--- src/rtl/vga_frame_monitor.sv ---
// Receive-side VGA checker: measures line/frame timing, active pixel count and a
// rotating colour checksum per frame, with sticky timing-error flags and lock status.
module vga_frame_monitor #(
    parameter int H_TOTAL  = 800,
    parameter int V_TOTAL  = 525,
    parameter int H_ACTIVE = 640,
    parameter int V_ACTIVE = 480
) (
    input  logic        clock,
    input  logic        reset,
    input  logic        vga_clk,
    input  logic        vga_blank,
    input  logic        vga_hsync,
    input  logic        vga_vsync,
    input  logic [1:0]  vga_red,
    input  logic [1:0]  vga_green,
    input  logic [1:0]  vga_blue,
    output logic        frame_done,
    output logic [15:0] frame_count,
    output logic [11:0] line_len,
    output logic [10:0] frame_lines,
    output logic [19:0] active_pixels,
    output logic [15:0] checksum,
    output logic        hlen_err,
    output logic        vlen_err,
    output logic        act_err,
    output logic        locked
);
    localparam logic [11:0] H_EXP = 12'(H_TOTAL);
    localparam logic [10:0] V_EXP = 11'(V_TOTAL);
    localparam logic [19:0] A_EXP = 20'(H_ACTIVE * V_ACTIVE);

    logic        vga_clk_d, hs_d, vs_d;
    logic [11:0] h_cnt;
    logic [10:0] v_cnt;
    logic [19:0] a_cnt;
    logic [15:0] csum;
    logic        h_seen, v_seen, frame_bad;

    logic        tick, hfall, vfall, active, h_bad, v_bad, a_bad;
    logic [5:0]  rgb;
    logic [15:0] csum_next;

    assign tick      = vga_clk & ~vga_clk_d;
    assign hfall     = hs_d & ~vga_hsync;
    assign vfall     = vs_d & ~vga_vsync;
    assign active    = ~vga_blank;
    assign rgb       = {vga_red, vga_green, vga_blue};
    // h_bad is only meaningful on a measured line edge; the others only at frame close
    assign h_bad     = hfall & h_seen & (h_cnt != H_EXP);
    assign v_bad     = (v_cnt != V_EXP);
    assign a_bad     = (a_cnt != A_EXP);
    assign csum_next = {csum[14:0], csum[15]} ^ {10'b0, rgb};

    always_ff @(posedge clock) begin
        if (reset) begin
            vga_clk_d     <= 1'b0;
            hs_d          <= 1'b1;
            vs_d          <= 1'b1;
            h_cnt         <= '0;
            v_cnt         <= '0;
            a_cnt         <= '0;
            csum          <= '0;
            h_seen        <= 1'b0;
            v_seen        <= 1'b0;
            frame_bad     <= 1'b0;
            frame_done    <= 1'b0;
            frame_count   <= '0;
            line_len      <= '0;
            frame_lines   <= '0;
            active_pixels <= '0;
            checksum      <= '0;
            hlen_err      <= 1'b0;
            vlen_err      <= 1'b0;
            act_err       <= 1'b0;
            locked        <= 1'b0;
        end else begin
            vga_clk_d  <= vga_clk;
            frame_done <= 1'b0;
            if (tick) begin
                hs_d <= vga_hsync;
                vs_d <= vga_vsync;

                if (hfall) begin
                    if (h_seen) line_len <= h_cnt;
                    if (h_bad)  hlen_err <= 1'b1;
                    h_cnt  <= 12'd1;
                    h_seen <= 1'b1;
                end else if (h_cnt != '1) begin
                    h_cnt <= h_cnt + 12'd1;
                end

                // A coincident line edge and pixel belong to the frame being opened
                if (vfall) begin
                    v_seen    <= 1'b1;
                    v_cnt     <= hfall ? 11'd1 : 11'd0;
                    a_cnt     <= active ? 20'd1 : 20'd0;
                    csum      <= active ? {10'b0, rgb} : 16'd0;
                    frame_bad <= 1'b0;
                    if (v_seen) begin
                        frame_lines   <= v_cnt;
                        active_pixels <= a_cnt;
                        checksum      <= csum;
                        frame_done    <= 1'b1;
                        frame_count   <= frame_count + 16'd1;
                        if (v_bad) vlen_err <= 1'b1;
                        if (a_bad) act_err  <= 1'b1;
                        locked <= ~(frame_bad | h_bad | v_bad | a_bad);
                    end
                end else begin
                    if (hfall && v_cnt != '1) v_cnt <= v_cnt + 11'd1;
                    if (active) begin
                        if (a_cnt != '1) a_cnt <= a_cnt + 20'd1;
                        csum <= csum_next;
                    end
                    if (h_bad) frame_bad <= 1'b1;
                end
            end
        end
    end
endmodule

--- config.mk ---
export PLATFORM = sky130hd
export DESIGN_NAME = vga_frame_monitor
export DESIGN_NICKNAME = d
export VERILOG_FILES = /design/src/rtl/vga_frame_monitor.sv
export SDC_FILE = /design/constraint.sdc
export NUM_CORES = 1
export LEC_CHECK = 0
export ABC_AREA = 0
export CAP_MARGIN = 20
export CORE_MARGIN = 8
export CORE_UTILIZATION = 35
export CTS_CLUSTER_DIAMETER = 120
export CTS_CLUSTER_SIZE = 40
export DETAILED_ROUTE_END_ITERATION = 6
export HOLD_SLACK_MARGIN = 0.06
export PLACE_DENSITY = 0.59
export SLEW_MARGIN = 0
export SYNTH_ARGS = -nofsm -noshare
export SYNTH_HDL_FRONTEND = slang
export SYNTH_SLANG_ARGS = --single-unit
--- constraint.sdc ---
create_clock -name clock -period 2 [get_ports clock]
set_input_delay 0.2 -clock clock [delete_from_list [all_inputs] [get_ports clock]]
set_output_delay 0.2 -clock clock [all_outputs]
set_load 0.05 [all_outputs]
; ---- Word level (Yosys, flattened, before mapping)
; Cells that the tools add are included.
[classes]
addsub = 4
n_eq_ne = 7
n_mux = 15
bitwise_logic = 15
reduce_logical = 18
[op_table]
columns = op, count
row1 = $mux W20, 3
row2 = $mux W16, 2
row3 = $mux W12, 2
row4 = $mux W11, 2
row5 = $add A20 B1 Y20 const B, 1
row6 = $ne A20 B19 Y1 const B, 1
row7 = $ne A20 B20 Y1 const B, 1
row8 = $add A16 B1 Y16 const B, 1
row9 = $xor A16 B6 Y16, 1
row10 = $add A12 B1 Y12 const B, 1
row11 = $ne A12 B10 Y1 const B, 1
row12 = $ne A12 B12 Y1 const B, 1
row13 = $reduce_and A2 Y1, 6
row14 = $reduce_and A3 Y1, 4
row15 = $add A11 B1 Y11 const B, 1
row16 = $ne A11 B10 Y1 const B, 1
row17 = $ne A11 B11 Y1 const B, 1
row18 = $reduce_and A4 Y1, 2
row19 = $reduce_bool A2 Y1, 4
row20 = $mux W6, 1
row21 = $not A1 Y1, 6
row22 = $and A1 B1 Y1, 5
row23 = $mux W1, 5
row24 = $or A1 B1 Y1, 3
row25 = 3 further kinds, 3
[totals]
reg_bits = 145
out_inout_bits = 80
wordCells = 79

; ---- Longest topological paths before layout
; Gate-level depths: netlist of the first run.
[logic_depth]
depth_word = 8
depth_mapped = 9

; ---- Worst setup path before layout of the first run
; No wires, ideal clock.
[synth_timing]
path_kind = register to register
start = reg v_cnt[0]
end = reg v_cnt[0]
setup_ns = 0.119
arrival_ns = 1.883
setup_slack_ns = -0.002
path_stages_with_launch = 7
n_path_buf = 0
path_cell_list = dfxtp_1 > ha_1 > nand3_1 > or3_4 > o31ai_4 > a21oi_1 > o221a_2
[synth_via]
elab_chain_cells = 4
word_cells_on_any_way = 7
[synth_rtl]
columns = item, line_no
row1 = "start, declared", 35  ; logic [10:0] v_cnt;
row2 = "start signal, assigned", 96  ; v_cnt <= hfall ? 11'd1 : 11'd0;
row3 = "start signal, assigned", 111  ; if (hfall && v_cnt != '1) v_cnt <= v_cnt + 11'd1;
row4 = "parallel branches: the longest is 4 deep, another holds $add A11 B1 Y11", -
; Several ways; the timed one is not identified. The select of a mux whose other input is x is not followed.
; A chain may end at the register's enable or synchronous reset.

; ---- Worst setup path in the final report of the first run
[layout_timing]
start = reg h_cnt[1]
end = reg h_cnt[6]
[layout_via]
elab_chain_cells = 3
word_cells_on_any_way = 6
[layout_rtl]
columns = item, line_no
row1 = "start, declared", 34  ; logic [11:0] h_cnt;
row2 = "start signal, assigned", 90  ; h_cnt <= h_cnt + 12'd1;
row3 = $add A12 B1 Y12 or $ne A12 B12 Y1 (tied branches), "90, 89"
row4 = $mux W12 or $reduce_bool A2 Y1 (tied branches), -
row5 = $mux W12 or $reduce_and A2 Y1 (tied branches), -
; Parallel ways exist; a longest one is shown, timed or not. The select of a mux whose other input is x is not followed.

==> flow_metrics.env, run 1 <==
export IMPL_outcome="completed"
export IMPL_worst_clock_skew_ns=0.0134
export IMPL_crit_type="flop to flop"
export IMPL_syn_nets=798
export IMPL_synth_cell_types=65
export IMPL_antenna_found_initial=0
export IMPL_ant_nets=0
export IMPL_crit_arrival_ns=2.25
export IMPL_worstHoldStart="reset"
export IMPL_slew_headroom=0.615
export IMPL_drv_cap=0
export IMPL_crit_chain="ha_1 -> nand3_1 -> or4_4 -> o21ai_4 -> buf_4 -> nor2_1 -> o32ai_1"
export IMPL_grt_setup_unrepaired="true"
export IMPL_critical_path_max_stage_delay_ns=0.57
export IMPL_n_antenna_cell=0
export IMPL_endpoint_kind="flop"
export IMPL_layout_commonest_cell="nand2_1"
export IMPL_initial_core_util=0.352
export IMPL_required_ns=2.33
export IMPL_setup_violations=0
export IMPL_whs_path_depth=3
export IMPL_hp_class="primary input to flop"
export IMPL_synth_fa_ha_area_frac=0.0140
export IMPL_r2r_start="h_cnt[1]"
export IMPL_reg2reg_depth=7
export IMPL_period_share=0.957
export IMPL_cts_hold_buffers=0
export IMPL_io_buffers=91
export IMPL_gp_congestion=0.827
export IMPL_nNetsFinal=948
export IMPL_viasPerCell=5.10
export IMPL_seq_area_sq_um=2910
export IMPL_cts_tree="built"
export IMPL_grt_pass1_vias=5654
export IMPL_synth_top_area_share=0.464
export IMPL_core_sq_um=17800
export IMPL_syn_to_final_growth_pct=37.6
export IMPL_grt_max_degree=119
export IMPL_synthTopCellsByArea="dfxtp_1 (46%), nand2_1 (11%), a21oi_1 (8.3%)"
export IMPL_synth_simple_area_share=0.270
export IMPL_die_w_um=150
export IMPL_final_cell_mix="nand2_1 (177), dfxtp_1 (142), a21oi_1 (103)"
export IMPL_multi_input_area_sq_um=3120
export IMPL_cts_sinks=145
export IMPL_drc=0
export IMPL_worstSetupStartpointType="flop"
export IMPL_peakVddDrop_mv=0.609
export IMPL_reg2reg_slack_ns=0.09
export IMPL_synthCells=779
export IMPL_numCtsBuffers=17
export IMPL_clkLatencyLatePin_ns=0.43
export IMPL_synth_xor_area_frac=0.0210
export IMPL_synth_top_family_by_area="simple AND/OR/NAND/NOR gates"
export IMPL_ys_async_sr_fraction=0
export IMPL_dp_hpwl_mm=11.9
export IMPL_vias=5972
export IMPL_num_io_pins=92
export IMPL_die_area_sq_um=22400
export IMPL_worstReg2RegEnd="h_cnt[6]"
export IMPL_grt_ovfl_total=0
export IMPL_first_pass_iters=4
export IMPL_fmax_ghz=0.522
export IMPL_wl_per_cell_um=14.8
export IMPL_synth_edf_count=0
export IMPL_ys_seq_elements=145
export IMPL_clk_pin_slew_ns=0.07
export IMPL_slew_viol_final=0
export IMPL_power_total_w=0.00668
export IMPL_synth_top_cell_by_area="dfxtp_1"
export IMPL_p_leak_nw=3.02
export IMPL_timing_final_hold_violations=0
export IMPL_avgSynthCellArea_sq_um=8.03
export IMPL_worstPathMaxFanout=5
export IMPL_cts_htree_levels=4
export IMPL_grt_pass1_wl_mm=28.6
export IMPL_synth_area_sq_um=6260
export IMPL_dp_cells=1136
export IMPL_clockBufferDepth=2
export IMPL_synth_compound_area_share=0.181
export IMPL_dieHeight_um=150
export IMPL_nFillCells=1815
export IMPL_fin_crit_ns=1.91
export IMPL_grt_usage=0.155
export IMPL_critPathSlowestCell="or4_4"
export IMPL_muxShareOfSynthArea=0.00480
export IMPL_synth_ff_type="dfxtp_1"
export IMPL_finalNonFillerCells=1171
export IMPL_setup_tns_ns=0
export IMPL_powerDensity_nw_per_um2=776
export IMPL_wirelength_mm=17.4
export IMPL_cts_root_buf="clkbuf_16"
export IMPL_drive_gt1_frac=0.155
export IMPL_hold_end="hs_d"
export IMPL_seq_area_frac_synth=0.464
export IMPL_yosysWarnings=0
export IMPL_tightest_slew_ns=0.577
export IMPL_num_rows=49
export IMPL_initialDrtViolationCount=429
[state kept, by name, summed over array words and instances, names as in the netlist, 11 cells and up]
name,count
a_cnt,20
csum,16
frame_count,16
v_cnt,11
frame_lines,11
active_pixels,20
h_cnt,12
checksum,16
line_len,12
[what timing repair did]
action                     in CTS  in global routing
setup endpoints to repair       0                 33
setup buffers                   0                  3
resized for setup               0                 13
[through the flow]
| stage | setup slack (ns) | hold WS [ns] | utilization | instance area (sq um) |
|---|---|---|---|---|
| 2_1_floorplan | 0.0364 | 0.324 | - | 6260 |
| 3_3_place_gp | -0.108 | 0.443 | 0.445 | 7920 |
| 3_5_place_dp | -0.154 | 0.447 | 0.445 | 7920 |
| 4_1_cts | 0.0249 | 0.212 | 0.480 | 8540 |
| 5_1_grt | -0.0275 | 0.246 | 0.484 | 8610 |
| 6_report | 0.0852 | 0.229 | 0.484 | 8610 |
[report_power, final]
group | internal [W] | switching, W
logic | 0.000160 | 0.000239
registers | 0.00291 | 0.0000206
clock network | 0.00207 | 0.00128
[cell families (layout without fill, tap and decap cells)]
logic type / Yosys count / count (layout)
buffers and inverters: 63 / 226
and+or+nand+nor: 356 / 356
DFF: 145 / 145
AOI/OAI and AO/OA: 190 / 190
muxes: 3 / 3
xor gates and xnor gates: 15 / 15
adders and majority gates: 7 / 7
[final cells by class]
cell class / instances / area share
multi-input cells: 571 / 0.362
inverters: 15 / 0.00654
clock buffers: 20 / 0.0542
well taps: 229 / 0.0333
flip-flops and latches: 145 / 0.338
clock inverters: 12 / 0.0180
repair buffers: 179 / 0.188
[worst max-delay path, delay by kind of cell (launching register included)]
family          cells  cell delay, ns
fa+ha+maj           1            0.18
flops               1            0.37
simple gates        3            0.74
buf+inv             1            0.15
compound gates      2            0.38
[synthesized netlist by cell type, types with 2 or more instances]
cell type	n
dfxtp_1	145
nand4_1	15
nor2_1	46
a31oi_1	10
and2_1	10
nor2b_1	4
a22oi_1	6
a211o_1	2
a21oi_1	104
buf_2	3
mux2i_1	3
o31ai_1	5
nand2_1	178
nor4_1	5
xnor2_1	12
nand4b_1	3
buf_1	2
nor4b_1	4
or4_1	5
or3_1	9
clkbuf_1	36
a32o_1	2
xor2_1	3
a21o_1	5
o221a_2	2
o211ai_1	7
buf_6	5
ha_1	7
nor3b_1	2
a41oi_1	2
and4_1	4
nand3_1	36
o32ai_1	3
inv_1	15
o21ai_0	26
nand2b_1	4
a211oi_1	2
nor3_1	14
and3_1	6
o22ai_1	2
[worst max-delay path by stage]
| stage | cells past startpoint | end | startpoint | slack (ns) |
|---|---|---|---|---|
| final | 7 | h_cnt[6] | h_cnt[1] | 0.09 |
| after global routing | 7 | h_cnt[6] | h_cnt[1] | -0.03 |
| after CTS | 7 | h_cnt[6] | h_cnt[1] | 0.02 |
| after detailed placement | 7 | a_cnt[16] | vga_vsync | -0.15 |
| after global placement | 6 | a_cnt[6] | vga_vsync | -0.11 |
| after floorplan | 7 | a_cnt[12] | a_cnt[0] | 0.04 |
[per-layer routing]
metal / vias up / part of all wire / wire (um) / GRT usage
met5: - / 0 / 0 / 0
met4: 0 / 0.0096 / 167 / 0.0405
met3: 13 / 0.055 / 958 / 0.0457
met2: 131 / 0.44 / 7720 / 0.241
met1: 2795 / 0.49 / 8510 / 0.207
li1: 3033 / - / - / -
(Power assumes the default switching activity.)
==> run 2: changes to the inputs <==
--- a/config.mk
+++ b/config.mk
@@ -8,12 +8,13 @@
 export ABC_AREA = 0
 export CAP_MARGIN = 20
 export CORE_MARGIN = 8
-export CORE_UTILIZATION = 35
+export CORE_UTILIZATION = 40
 export CTS_CLUSTER_DIAMETER = 120
 export CTS_CLUSTER_SIZE = 40
 export DETAILED_ROUTE_END_ITERATION = 6
 export HOLD_SLACK_MARGIN = 0.06
-export PLACE_DENSITY = 0.59
+export PLACE_DENSITY = 0.65
+export REMOVE_ABC_BUFFERS = 1
 export SLEW_MARGIN = 0
 export SYNTH_ARGS = -nofsm -noshare
 export SYNTH_HDL_FRONTEND = slang
==> flow_metrics.env, run 2 (synthesis results as in run 1) <==
export IMPL_fin_crit_ns=1.94
export IMPL_endpoint_kind="flop"
export IMPL_critical_path_max_stage_delay_ns=0.54
export IMPL_first_pass_iters=7
export IMPL_fmax_ghz=0.516
export IMPL_io_buffers=91
export IMPL_ant_nets=0
export IMPL_core_sq_um=15300
export IMPL_peakVddDrop_mv=0.590
export IMPL_dp_hpwl_mm=11.4
export IMPL_slew_viol_final=0
export IMPL_worstPathMaxFanout=2
export IMPL_wl_per_cell_um=14.5
export IMPL_syn_to_final_growth_pct=37.7
export IMPL_period_share=0.969
export IMPL_fin_ws_ns=0.0629
export IMPL_clockBufferDepth=2
export IMPL_layout_commonest_cell="nand2_1"
export IMPL_nNetsFinal=950
export IMPL_viasPerCell=5.24
export IMPL_p_int_w=0.00537
export IMPL_num_rows=45
export IMPL_grt_pass1_wl_mm=27.7
export IMPL_timing_final_hold_violations=0
export IMPL_initial_core_util=0.410
export IMPL_worst_clock_skew_ns=0.00775
export IMPL_biggestRegsByFlops="a_cnt: 20 flops, active_pixels: 20 flops"
export IMPL_critPathSlowestCell="or4_4"
export IMPL_required_ns=2.35
export IMPL_initialDrtViolationCount=503
export IMPL_reg2reg_slack_ns=0.06
export IMPL_crit_arrival_ns=2.29
export IMPL_crit_type="flop to flop"
export IMPL_n_antenna_cell=0
export IMPL_whs_path_depth=3
export IMPL_powerDensity_nw_per_um2=793
export IMPL_clockPowerShare=0.512
export IMPL_die_w_um=141
export IMPL_grt_ovfl_total=0
export IMPL_dieHeight_um=141
export IMPL_pwr_share_seq=0.429
export IMPL_cts_sinks=145
export IMPL_clkLatencyLatePin_ns=0.43
export IMPL_die_area_sq_um=19900
export IMPL_grt_usage=0.170
export IMPL_nFillCells=1444
export IMPL_clk_pin_slew_ns=0.06
export IMPL_cts_tree="built"
export IMPL_vias=6044
export IMPL_p_comb_frac=0.059
export IMPL_grt_max_degree=119
export IMPL_numCtsBuffers=17
export IMPL_gp_congestion=0.870
export IMPL_num_io_pins=92
export IMPL_cts_htree_levels=4
export IMPL_drv_cap=0
export IMPL_slew_headroom=0.597
export IMPL_crit_chain="or4_4 -> nor4_2 -> nand4_1 -> or4b_1 -> a21oi_1"
export IMPL_p_leak_nw=3.04
export IMPL_p_switching_w=0.00146
export IMPL_hp_class="primary input to flop"
export IMPL_drc=0
export IMPL_drive_gt1_frac=0.150
export IMPL_wirelength_mm=16.8
export IMPL_dp_cells=1120
export IMPL_final_cell_mix="nand2_1 (177), dfxtp_1 (145), a21oi_1 (104)"
export IMPL_worstSetupStartpointType="flop"
export IMPL_pre_cts_slack_ns=-0.240
export IMPL_grt_pass1_vias=5629
export IMPL_cts_hold_buffers=0
export IMPL_grt_setup_unrepaired="true"
export IMPL_cts_root_buf="clkbuf_16"
export IMPL_outcome="completed"
export IMPL_setup_violations=0
export IMPL_finalNonFillerCells=1154
export IMPL_reg2reg_depth=5
export IMPL_tightest_slew_ns=0.604
export IMPL_antenna_found_initial=0
export IMPL_p_sw_frac=0.214
[run 2: path summary, 6_finish.rpt]
kind | end | start
max | locked | a_cnt[3]
min | v_cnt[0] | reset
max reg2reg | locked | a_cnt[3]
min reg2reg | active_pixels[11] | active_pixels[11]
[run 2: final cells by class]
class / instances / area [sq um] / share of cell area
clock inverter: 10 / 181 / 0.0211
sequential: 145 / 2900 / 0.337
multi-input combinational: 571 / 3110 / 0.360
timing repair buffer: 181 / 1640 / 0.190
clock buffer: 21 / 470 / 0.0546
inverter: 15 / 56.3 / 0.00653
tap: 211 / 264 / 0.0306
[run 2: timing repair]
action                                 CTS  global route
setup endpoints to repair                0             4
endpoints found under the hold margin    0             0
resized for setup                        0             8
buffers inserted                         0             3
[run 2: worst max-delay path: cells and delay by family, from the launching register on]
kind             cells  cell delay [ns]
flip-flops           1             0.31
AO/OA/AOI/OAI        1             0.14
AND/OR/NAND/NOR      4             1.42
[run 2: power groups by stage]
stage	Clock [W]	Combinational [W]	Sequential [W]
final	0.00350	0.000402	0.00293
after floorplan	0	0.000163	0.00301
after CTS	0.00356	0.000400	0.00293
after detailed placement	0	0.000397	0.00299
after global placement	0	0.000396	0.00299
after global routing	0.00370	0.000441	0.00293
[run 2: metrics by stage]
stage	setup TNS [ns]	power, W	util	hold WS, ns	area [sq um]
CTS	0	0.00689	0.561	0.218	8560
detailed placement	-7.38	0.00339	0.518	0.446	7910
finish	0	0.00684	0.565	0.207	8620
global route	-0.0231	0.00708	0.565	0.236	8620
global placement	-2.25	0.00339	0.518	0.442	7910
floorplan	-21.21	0.00317	-	0.269	6030
[run 2: routing by layer]
layer | up-vias | track usage | share of wire
met4 | 0 | 0.0633 | 0.015
met5 | - | 0 | 0
met2 | 138 | 0.276 | 0.48
met3 | 19 | 0.0449 | 0.056
li1 | 3038 | - | -
met1 | 2849 | 0.212 | 0.45
==> run 3: changes to the inputs <==
--- a/config.mk
+++ b/config.mk
@@ -7,13 +7,15 @@
 export LEC_CHECK = 0
 export ABC_AREA = 0
 export CAP_MARGIN = 20
+export CELL_PAD_IN_SITES_DETAIL_PLACEMENT = 2
+export CELL_PAD_IN_SITES_GLOBAL_PLACEMENT = 2
 export CORE_MARGIN = 8
-export CORE_UTILIZATION = 40
+export CORE_UTILIZATION = 29
 export CTS_CLUSTER_DIAMETER = 120
 export CTS_CLUSTER_SIZE = 40
 export DETAILED_ROUTE_END_ITERATION = 6
 export HOLD_SLACK_MARGIN = 0.06
-export PLACE_DENSITY = 0.65
+export PLACE_DENSITY = 0.77
 export REMOVE_ABC_BUFFERS = 1
 export SLEW_MARGIN = 0
 export SYNTH_ARGS = -nofsm -noshare
==> flow_metrics.env, run 3 (synthesis results as in run 1) <==
export IMPL_outcome="completed"
export IMPL_wl_per_cell_um=19.6
export IMPL_syn_to_final_growth_pct=42.7
export IMPL_grt_usage=0.178
export IMPL_dp_hpwl_mm=15.9
export IMPL_finalNonFillerCells=1238
export IMPL_slew_viol_final=0
export IMPL_critical_path_max_stage_delay_ns=0.46
export IMPL_grt_pass1_vias=6922
export IMPL_finalInstanceArea_sq_um=8930
export IMPL_hold_slack_ns=0.237
export IMPL_use_met1=0.208
export IMPL_cts_htree_levels=4
export IMPL_r2r_start="h_cnt[0]"
export IMPL_slew_headroom=0.616
export IMPL_met2_usage=0.319
export IMPL_use_met3=0.0399
export IMPL_grt_pass1_wl_mm=38.0
export IMPL_clk_pin_slew_ns=0.06
export IMPL_grt_ovfl_total=0
export IMPL_critPathLaunch="h_cnt[0]"
export IMPL_grt_busiest_layer="met2"
export IMPL_dieHeight_um=163
export IMPL_p_sw_frac=0.246
export IMPL_p_int_w=0.00519
export IMPL_critPathSlowestCell="or4b_4"
export IMPL_crit_chain="inv_1 -> ha_1 -> and4b_1 -> nand4_1 -> buf_4 -> a31oi_4 -> or4b_4 -> a21oi_1"
export IMPL_worstReg2RegEnd="locked"
export IMPL_initialDrtViolationCount=288
export IMPL_endpoint_kind="flop"
export IMPL_io_buffers=91
export IMPL_n_antenna_cell=0
export IMPL_powerDensity_nw_per_um2=771
export IMPL_gp_congestion=0.831
export IMPL_worstHoldStart="reset"
export IMPL_post_route_util=0.423
export IMPL_clkLatencyLatePin_ns=0.43
export IMPL_dp_cells=1199
export IMPL_seq_area_sq_um=2910
export IMPL_pwr_share_seq=0.427
export IMPL_clockPowerShare=0.507
export IMPL_grt_max_degree=118
export IMPL_viasPerCell=5.18
export IMPL_num_io_pins=92
export IMPL_timing_final_hold_violations=0
export IMPL_vias=6411
export IMPL_drc=0
export IMPL_numCtsBuffers=17
export IMPL_hold_end="v_cnt[5]"
export IMPL_p_switching_w=0.00169
export IMPL_core_sq_um=21100
export IMPL_worstSetupStartpointType="flop"
export IMPL_first_pass_iters=5
export IMPL_cts_tree="built"
export IMPL_multi_input_area_sq_um=3200
export IMPL_reg2reg_slack_ns=0.04
export IMPL_wirelength_mm=24.3
export IMPL_period_share=0.979
export IMPL_fin_crit_ns=1.96
export IMPL_nFillCells=2347
export IMPL_biggestRegsByFlops="a_cnt: 20 flops, active_pixels: 20 flops"
export IMPL_num_rows=53
export IMPL_worstPathMaxFanout=4
export IMPL_p_comb_frac=0.067
export IMPL_p_leak_nw=3.16
export IMPL_setup_violations=0
export IMPL_tightest_slew_ns=0.574
export IMPL_nNetsFinal=969
export IMPL_cts_sinks=145
export IMPL_ant_nets=0
export IMPL_crit_type="flop to flop"
export IMPL_die_area_sq_um=26500
export IMPL_worst_clock_skew_ns=0.00854
export IMPL_layout_commonest_cell="nand2_1"
export IMPL_postPlaceCellArea_sq_um=8100
export IMPL_drv_cap=0
export IMPL_crit_arrival_ns=2.31
export IMPL_antenna_found_initial=1
export IMPL_peakVddDrop_mv=0.606
export IMPL_drive_gt1_frac=0.185
export IMPL_die_w_um=163
export IMPL_whs_path_depth=4
export IMPL_initial_core_util=0.297
export IMPL_required_ns=2.35
export IMPL_hp_class="primary input to flop"
export IMPL_clockBufferDepth=2
export IMPL_fmax_ghz=0.511
export IMPL_grt_setup_unrepaired="true"
export IMPL_final_cell_mix="nand2_1 (177), dfxtp_1 (140), a21oi_1 (103), buf_4 (103), clkdlybuf4s50_1 (89)"
export IMPL_reg2reg_depth=8
export IMPL_cts_root_buf="clkbuf_16"
[run 3: changes by cell type in the layout (fill, tap and decap cells not counted), moves of 2 or more]
cell        delta
buf_4         +17
buf_6          +2
clkinv_4       +3
nor4_2         -2
ha_1           -3
inv_6          +3
clkinv_2       -2
clkbuf_8       -3
nor4_4         +2
clkinvlp_4     +2
ha_2           +2
dfxtp_2        +4
dfxtp_1        -5
[run 3: area by class of cell]
class,instances,area share
clock buffer,17,0.0476
clock inverter,15,0.0234
inverter,15,0.00631
multi-input combinational,571,0.358
sequential,145,0.326
tap,275,0.0385
timing repair buffer,200,0.200
[run 3: how the worst max path moves through the flow]
stage / to / slack, ns / cells past startpoint
3_5_place_dp: frame_count[5] / -0.19 / 7
4_1_cts: a_cnt[18] / 0.004 / 8
3_3_place_gp: frame_count[9] / -0.12 / 8
5_1_grt: locked / -0.03 / 8
6_report: locked / 0.04 / 8
2_1_floorplan: locked / -0.67 / 4
[run 3: repair_timing]
item                       4_1_cts  5_1_grt
gates cloned                     0        1
setup endpoints to repair       12       33
hold buffers                     0        0
hold endpoints to repair         0        0
buffers inserted                 3        3
resized for setup                6       29
pin swaps                        3       14
[run 3: critical path: cells and delay by family, from the launching register on]
family | cells | cell delay [ns]
compound gates | 2 | 0.34
simple gates | 3 | 0.77
buf+inv | 2 | 0.26
flops | 1 | 0.37
fa+ha+maj | 1 | 0.15
[run 3: per-layer routing]
layer | wire (um) | share of wire
met1 | 10500 | 0.43
met2 | 12600 | 0.52
met3 | 814 | 0.034
met4 | 365 | 0.015
met5 | 13 | 0.00054
[run 3: power groups by stage]
stage | clock network (W) | registers [W] | logic [W]
2_1_floorplan | 0 | 0.00301 | 0.000163
3_3_place_gp | 0 | 0.00300 | 0.000415
3_5_place_dp | 0 | 0.00300 | 0.000430
4_1_cts | 0.00354 | 0.00293 | 0.000444
5_1_grt | 0.00366 | 0.00294 | 0.000492
6_report | 0.00349 | 0.00294 | 0.000459
[run 3: stage by stage]
stage | setup TNS [ns] | setup slack (ns) | power (W)
CTS | 0 | 0.00430 | 0.00691
global placement | -1.30 | -0.117 | 0.00341
floorplan | -21.21 | -0.665 | 0.00317
finish | 0 | 0.0424 | 0.00689
global route | -0.0325 | -0.0297 | 0.00709
detailed placement | -4.69 | -0.188 | 0.00343
